$ cat config.mk
export PLATFORM = sky130hd
export DESIGN_NAME = regfile_sb
export DESIGN_NICKNAME = d
export VERILOG_FILES = /design/src/rtl/regfile_pkg.sv /design/src/rtl/regfile_scoreboard.sv /design/src/rtl/regfile_sb.sv
export SDC_FILE = /design/constraint.sdc
export NUM_CORES = 2
export LEC_CHECK = 0
export BUFFER_PORTS_ARGS = -buffer_cell sky130_fd_sc_hd__buf_2
export CAP_MARGIN = 20
export CORE_MARGIN = 1
export CORE_UTILIZATION = 37
export DETAILED_ROUTE_END_ITERATION = 16
export GPL_ROUTABILITY_DRIVEN = 1
export HOLD_SLACK_MARGIN = 0.08
export PLACE_DENSITY_LB_ADDON = 0.25
export REMOVE_ABC_BUFFERS = 1
export SYNTH_ARGS = -nofsm -noshare
export SYNTH_HDL_FRONTEND = slang
export SYNTH_HIERARCHICAL = 1
export SYNTH_SLANG_ARGS = --single-unit
$ cat constraint.sdc
create_clock -name clk -period 3.1 [get_ports clk]
set_clock_uncertainty 0.2 [all_clocks]
set_input_delay 0.31 -clock clk [delete_from_list [all_inputs] [get_ports clk]]
set_output_delay 0.31 -clock clk [all_outputs]
set_load 0.05 [all_outputs]
$ cat src/rtl/regfile_pkg.sv
// Shared constants and helpers for the scoreboarded register file.
package regfile_pkg;

  localparam int DEF_DATA_W = 32;
  localparam int DEF_ADDR_W = 5;
  localparam int DEPTH      = 2 ** DEF_ADDR_W;

  // True when the address names the hardwired zero register.
  function automatic logic zero_hit(input bit zero_reg, input logic [31:0] addr);
    return zero_reg && (addr == 32'd0);
  endfunction

endpackage

$ cat src/rtl/regfile_scoreboard.sv
// Per-register busy tracking: reserve at issue, release at writeback, conflict pulse.
module regfile_scoreboard
  import regfile_pkg::*;
#(
  parameter int ADDR_W   = DEF_ADDR_W,
  parameter int NUM_RD   = 2,
  parameter bit ZERO_REG = 1'b1,
  parameter bit BYPASS   = 1'b1
) (
  input  logic                     clk,
  input  logic                     clr_n,
  input  logic                     soft_clr,
  input  logic                     wr_en,
  input  logic [ADDR_W-1:0]        wr_addr,
  input  logic                     rsv_en,
  input  logic [ADDR_W-1:0]        rsv_addr,
  input  logic [NUM_RD*ADDR_W-1:0] rd_addr,
  output logic [NUM_RD-1:0]        rd_busy,
  output logic                     rsv_err
);

  localparam int NUM_REGS = 2 ** ADDR_W;

  logic [NUM_REGS-1:0] busy;
  logic                rsv_legal;
  logic                rsv_conflict;

  always_comb begin
    rsv_legal    = rsv_en && !zero_hit(ZERO_REG, 32'(rsv_addr));
    rsv_conflict = rsv_legal && busy[rsv_addr] && !(wr_en && (wr_addr == rsv_addr));
  end

  // The reservation is assigned after the release so a same-address pair leaves the bit set.
  always_ff @(posedge clk or negedge clr_n) begin
    if (!clr_n) begin
      busy    <= '0;
      rsv_err <= 1'b0;
    end else if (soft_clr) begin
      busy    <= '0;
      rsv_err <= 1'b0;
    end else begin
      if (wr_en) begin
        busy[wr_addr] <= 1'b0;
      end
      if (rsv_legal) begin
        busy[rsv_addr] <= 1'b1;
      end
      rsv_err <= rsv_conflict;
    end
  end

  for (genvar g = 0; g < NUM_RD; g++) begin : g_busy
    logic [ADDR_W-1:0] addr;
    logic              released;

    assign addr     = rd_addr[g*ADDR_W +: ADDR_W];
    assign released = BYPASS && wr_en && (wr_addr == addr);
    assign rd_busy[g] = !zero_hit(ZERO_REG, 32'(addr)) && busy[addr] && !released;
  end

endmodule

$ cat src/rtl/regfile_sb.sv
// Multi-read-port register file with zero register, write bypass and busy scoreboard.
module regfile_sb
  import regfile_pkg::*;
#(
  parameter int DATA_W   = DEF_DATA_W,
  parameter int ADDR_W   = DEF_ADDR_W,
  parameter int NUM_RD   = 2,
  parameter bit ZERO_REG = 1'b1,
  parameter bit BYPASS   = 1'b1
) (
  input  logic                     clk,
  input  logic                     clr_n,
  input  logic                     soft_clr,
  input  logic                     wr_en,
  input  logic [ADDR_W-1:0]        wr_addr,
  input  logic [DATA_W-1:0]        wr_data,
  input  logic                     rsv_en,
  input  logic [ADDR_W-1:0]        rsv_addr,
  input  logic [NUM_RD*ADDR_W-1:0] rd_addr,
  output logic [NUM_RD*DATA_W-1:0] rd_data,
  output logic [NUM_RD-1:0]        rd_busy,
  output logic                     rsv_err
);

  localparam int NUM_REGS = 2 ** ADDR_W;

  logic [DATA_W-1:0] mem [NUM_REGS];
  logic              wr_live;

  assign wr_live = wr_en && !zero_hit(ZERO_REG, 32'(wr_addr));

  always_ff @(posedge clk or negedge clr_n) begin
    if (!clr_n) begin
      for (int r = 0; r < NUM_REGS; r++) begin
        mem[r] <= '0;
      end
    end else if (soft_clr) begin
      for (int r = 0; r < NUM_REGS; r++) begin
        mem[r] <= '0;
      end
    end else if (wr_live) begin
      mem[wr_addr] <= wr_data;
    end
  end

  // Zero register beats bypass, which beats the stored value.
  for (genvar g = 0; g < NUM_RD; g++) begin : g_read
    logic [ADDR_W-1:0] addr;
    logic [DATA_W-1:0] port_data;

    assign addr = rd_addr[g*ADDR_W +: ADDR_W];

    always_comb begin
      port_data = mem[addr];
      if (zero_hit(ZERO_REG, 32'(addr))) begin
        port_data = '0;
      end else if (BYPASS && wr_en && (wr_addr == addr)) begin
        port_data = wr_data;
      end
    end

    assign rd_data[g*DATA_W +: DATA_W] = port_data;
  end

  regfile_scoreboard #(
    .ADDR_W  (ADDR_W),
    .NUM_RD  (NUM_RD),
    .ZERO_REG(ZERO_REG),
    .BYPASS  (BYPASS)
  ) u_scoreboard (
    .clk     (clk),
    .clr_n   (clr_n),
    .soft_clr(soft_clr),
    .wr_en   (wr_en),
    .wr_addr (wr_addr),
    .rsv_en  (rsv_en),
    .rsv_addr(rsv_addr),
    .rd_addr (rd_addr),
    .rd_busy (rd_busy),
    .rsv_err (rsv_err)
  );

endmodule

==> load_flow_metrics.sql <==
INSERT INTO impl_metrics (metric_group, metric, value, unit) VALUES
('placement', 'final_estimated_routing_congestion_in_global_placement', '0.894', ''),
('floorplan', 'dieWidth', '404', 'um'),
('placement', 'place_inst', '8372', ''),
('route', 'drt-wirelength-per-cell', '29.3', 'um'),
('clocking', 'numClockSinks', '1057', ''),
('placement', 'dpl.hpwl', '154', 'mm'),
('run_status', 'violations', 'negative setup slack', ''),
('timing', 'grt_setup_unrepaired', 'yes', ''),
('cells_and_area', 'final_nets', '6468', ''),
('clocking', 'ctsHtreeMaxLevel', '3', ''),
('hold_path', 'worstHoldPathType', 'primary input to async pin', ''),
('timing', 'setup_ws', '-0.271', 'ns'),
('pwr', 'power_per_cell_area', '457', 'nW/um2'),
('grt', 'grt_pass1_wl', '369', 'mm'),
('floorplan', 'coreArea', '161000', 'um2'),
('worst_setup_path', 'timing_worst_setup_path_type', 'register to primary output', ''),
('clocking', 'buffer_levels_on_the_longest_clock_path', '3', ''),
('grt', 'first_global_vias', '52100', ''),
('synth', 'postSynthAreaPerCell', '9.52', 'um2'),
('cells_and_area', 'final_util', '45.5', '%'),
('synth', 'synth-async-reset-ratio', '100', '%'),
('worst_setup_path', 'ff2ff_path_depth', '4', ''),
('route', 'detail_route.drc_violations', '0', ''),
('worst_setup_path', 'worst-path-max-fanout', '3', ''),
('worst_setup_path', 'timing.critical_path.required', '2.59', 'ns'),
('grt', 'antenna_found_initial', '9', ''),
('synth', 'postSynth.topFlopCell', 'dfrtp_1', ''),
('pwr', 'leakage', '28.8', 'nW'),
('synth', 'synth_edf_count', '0', ''),
('worst_setup_path', 'worstReg2RegEnd', 'u_scoreboard/rsv_err', ''),
('grt', 'global_route.usage.total', '30.7', '%'),
('placement', 'port_buffers', '123', ''),
('timing', 'finalCritPeriodShare', '109', '%'),
('synth', 'synth_sequential_area_ratio', '44.2', '%'),
('synth', 'postSynthRegisterBits', '1057', ''),
('worst_setup_path', 'crit_path_end_kind', 'primary output', ''),
('floorplan', 'initial_standard_cell_utilization_of_the_core', '37.3', '%'),
('synth', 'synthSimpleGateAreaFrac', '16.6', '%'),
('cells_and_area', 'post_route_cells_drive_above_1_share', '24.1', '%'),
('run_status', 'status', 'complete, but fails checks', ''),
('worst_setup_path', 'rrSetupSlack', '1.24', 'ns'),
('timing', 'setup_tns_final', '-2.95', 'ns'),
('worst_setup_path', 'critical_path_arrival', '2.86', 'ns'),
('timing', 'count_of_endpoints_failing_setup_in_the_final_report', '30', ''),
('clocking', 'total_clock_buffers_created_by_cts', '116', ''),
('cells_and_area', 'mostFrequentLayoutCells', 'nand2_1 (2062), dfrtp_1 (1057), a21oi_1 (1024)', ''),
('clocking', 'insertion_delay', '0.74', 'ns'),
('worst_setup_path', 'crit_path_start_kind', 'register', ''),
('timing', 'worst_pin_slew', '0.848', 'ns'),
('route', 'detailroute.via_count', '53700', ''),
('synth', 'syn_inst', '6291', ''),
('synth', 'share_of_cell_area_taken_by_muxes_after_synthesis', '20.4', '%'),
('clocking', 'clk_root_buffer_cell', 'clkbuf_16', ''),
('timing', 'timing_max_transition_violations_final', '0', ''),
('synth', 'synth_cell_type_count', '61', ''),
('timing', 'slew_headroom', '43.5', '%'),
('route', 'initialDrtViolationCount', '7022', ''),
('timing', 'timing.hold.ws', '0.118', 'ns'),
('cells_and_area', 'area_growth_syn_to_layout', '22.0', '%'),
('clocking', 'tritoncts', 'built', ''),
('synth', 'yosysWarnings', '6', ''),
('timing', 'period_needed', '3.37', 'ns'),
('grt', 'aggregate_global_routing_overflow', '0', ''),
('flow_run', 'drv_cap', '0', ''),
('floorplan', 'dieHeight', '404', 'um'),
('clocking', 'cts.clk_slew.worst_paths', '0.06', 'ns'),
('route', 'routed_via_density', '6.19', ''),
('grt', 'maximum_number_of_pins_on_one_net_before_global_route_repair', '101', ''),
('timing', 'hold_viol_final', '0', ''),
('timing', 'max_freq', '297', 'MHz'),
('cells_and_area', 'instances_no_fill', '8672', '');
layout make-up:
cell class / count / area (um2) / area share (%)
timing repair buffer: 663 / 7430 / 10.2
clock buffer: 158 / 3310 / 4.53
multi-input combinational: 4570 / 32300 / 44.2
tap: 2160 / 2700 / 3.70
clock inverter: 60 / 870 / 1.19
antenna: 1 / 2.50 / 0.00343
inverter: 3 / 11.3 / 0.0154
sequential: 1057 / 26500 / 36.2
report_power, final:
group | switching (mW) | total (mW) | internal (mW)
combinational | 2.74 | 4.11 | 1.37
sequential | 0.0788 | 14.0 | 13.9
clock | 6.27 | 15.3 | 9.07
sequential cells by signal, summed over array words and instances, names as in the netlist:
register	count
mem	1024
u_scoreboard/rsv_err	1
u_scoreboard/busy	32
cells by family (layout without fill, tap and decap cells):
| logic type | Yosys count | count (layout) |
|---|---|---|
| simple gates | 2449 | 2449 |
| buf+inv | 664 | 884 |
| flops | 1057 | 1057 |
| compound gates | 1455 | 1455 |
| other cells | 0 | 1 |
| xor+xnor | 25 | 25 |
| mux | 641 | 641 |
worst max path at each step:
stage          startpoint          end  depth (start not counted)
6_report         mem[632]  rd_data[24]                          5
4_1_cts          mem[632]  rd_data[24]                          5
5_1_grt          mem[632]  rd_data[24]                          5
2_1_floorplan  rd_addr[9]  rd_data[41]                          5
3_5_place_dp   rd_addr[0]   rd_data[9]                         10
3_3_place_gp   rd_addr[0]   rd_data[9]                         10
synthesized netlist by cell type, types with 14 or more instances:
library cell	n	area, um2
nand2_1	2104	7900
dfrtp_1	1057	26500
buf_6	14	158
a221o_1	27	270
a21oi_1	1051	5260
nor2b_1	85	532
nand3_1	38	190
a211oi_1	21	158
clkbuf_2	30	150
nor3_1	29	145
nor4_1	17	106
nor2_1	69	259
nand2b_1	22	138
a22oi_1	117	878
buf_4	30	225
nand3b_1	26	195
o21ai_0	72	360
a21o_1	14	105
buf_2	71	355
o22ai_1	26	163
clkbuf_1	504	1890
mux2i_1	171	1710
a22o_1	14	123
xnor2_1	21	184
mux4_2	457	10300
o21ai_1	19	95.1
a221oi_1	56	490
routing by layer:
metal	global-route usage (%)	up-vias	routed length [um]
met2	46.1	3279	113000
met5	0	-	49
li1	-	22300	-
met4	14.8	8	13500
met1	41.5	27300	97900
met3	7.67	722	30000
stage by stage:
stage / area (um2) / total power [mW] / setup WS, ns
global placement: 66500 / 18.0 / -0.657
finish: 73100 / 33.4 / -0.271
global route: 73100 / 34.2 / -0.338
CTS: 72300 / 33.4 / -0.341
floorplan: 57000 / 15.3 / -0.512
detailed placement: 66500 / 18.0 / -0.606
repair_timing:
item	4_1_cts	5_1_grt
hold buffers	45	0
endpoints found under the hold margin	1994	0
pin swaps	95	58
resized for setup	234	109
endpoints found under the setup margin	55	58
setup buffers	24	34
cloned	0	1
worst max-delay path, cell delays in order, from the launching register on:
cell,delay (ns)
dfrtp_1,0.41
mux4_2,0.47
mux4_2,0.51
nor2b_4,0.17
a221o_1,0.36
buf_6,0.19
Note: power is estimated with default switching activity, not from simulation.
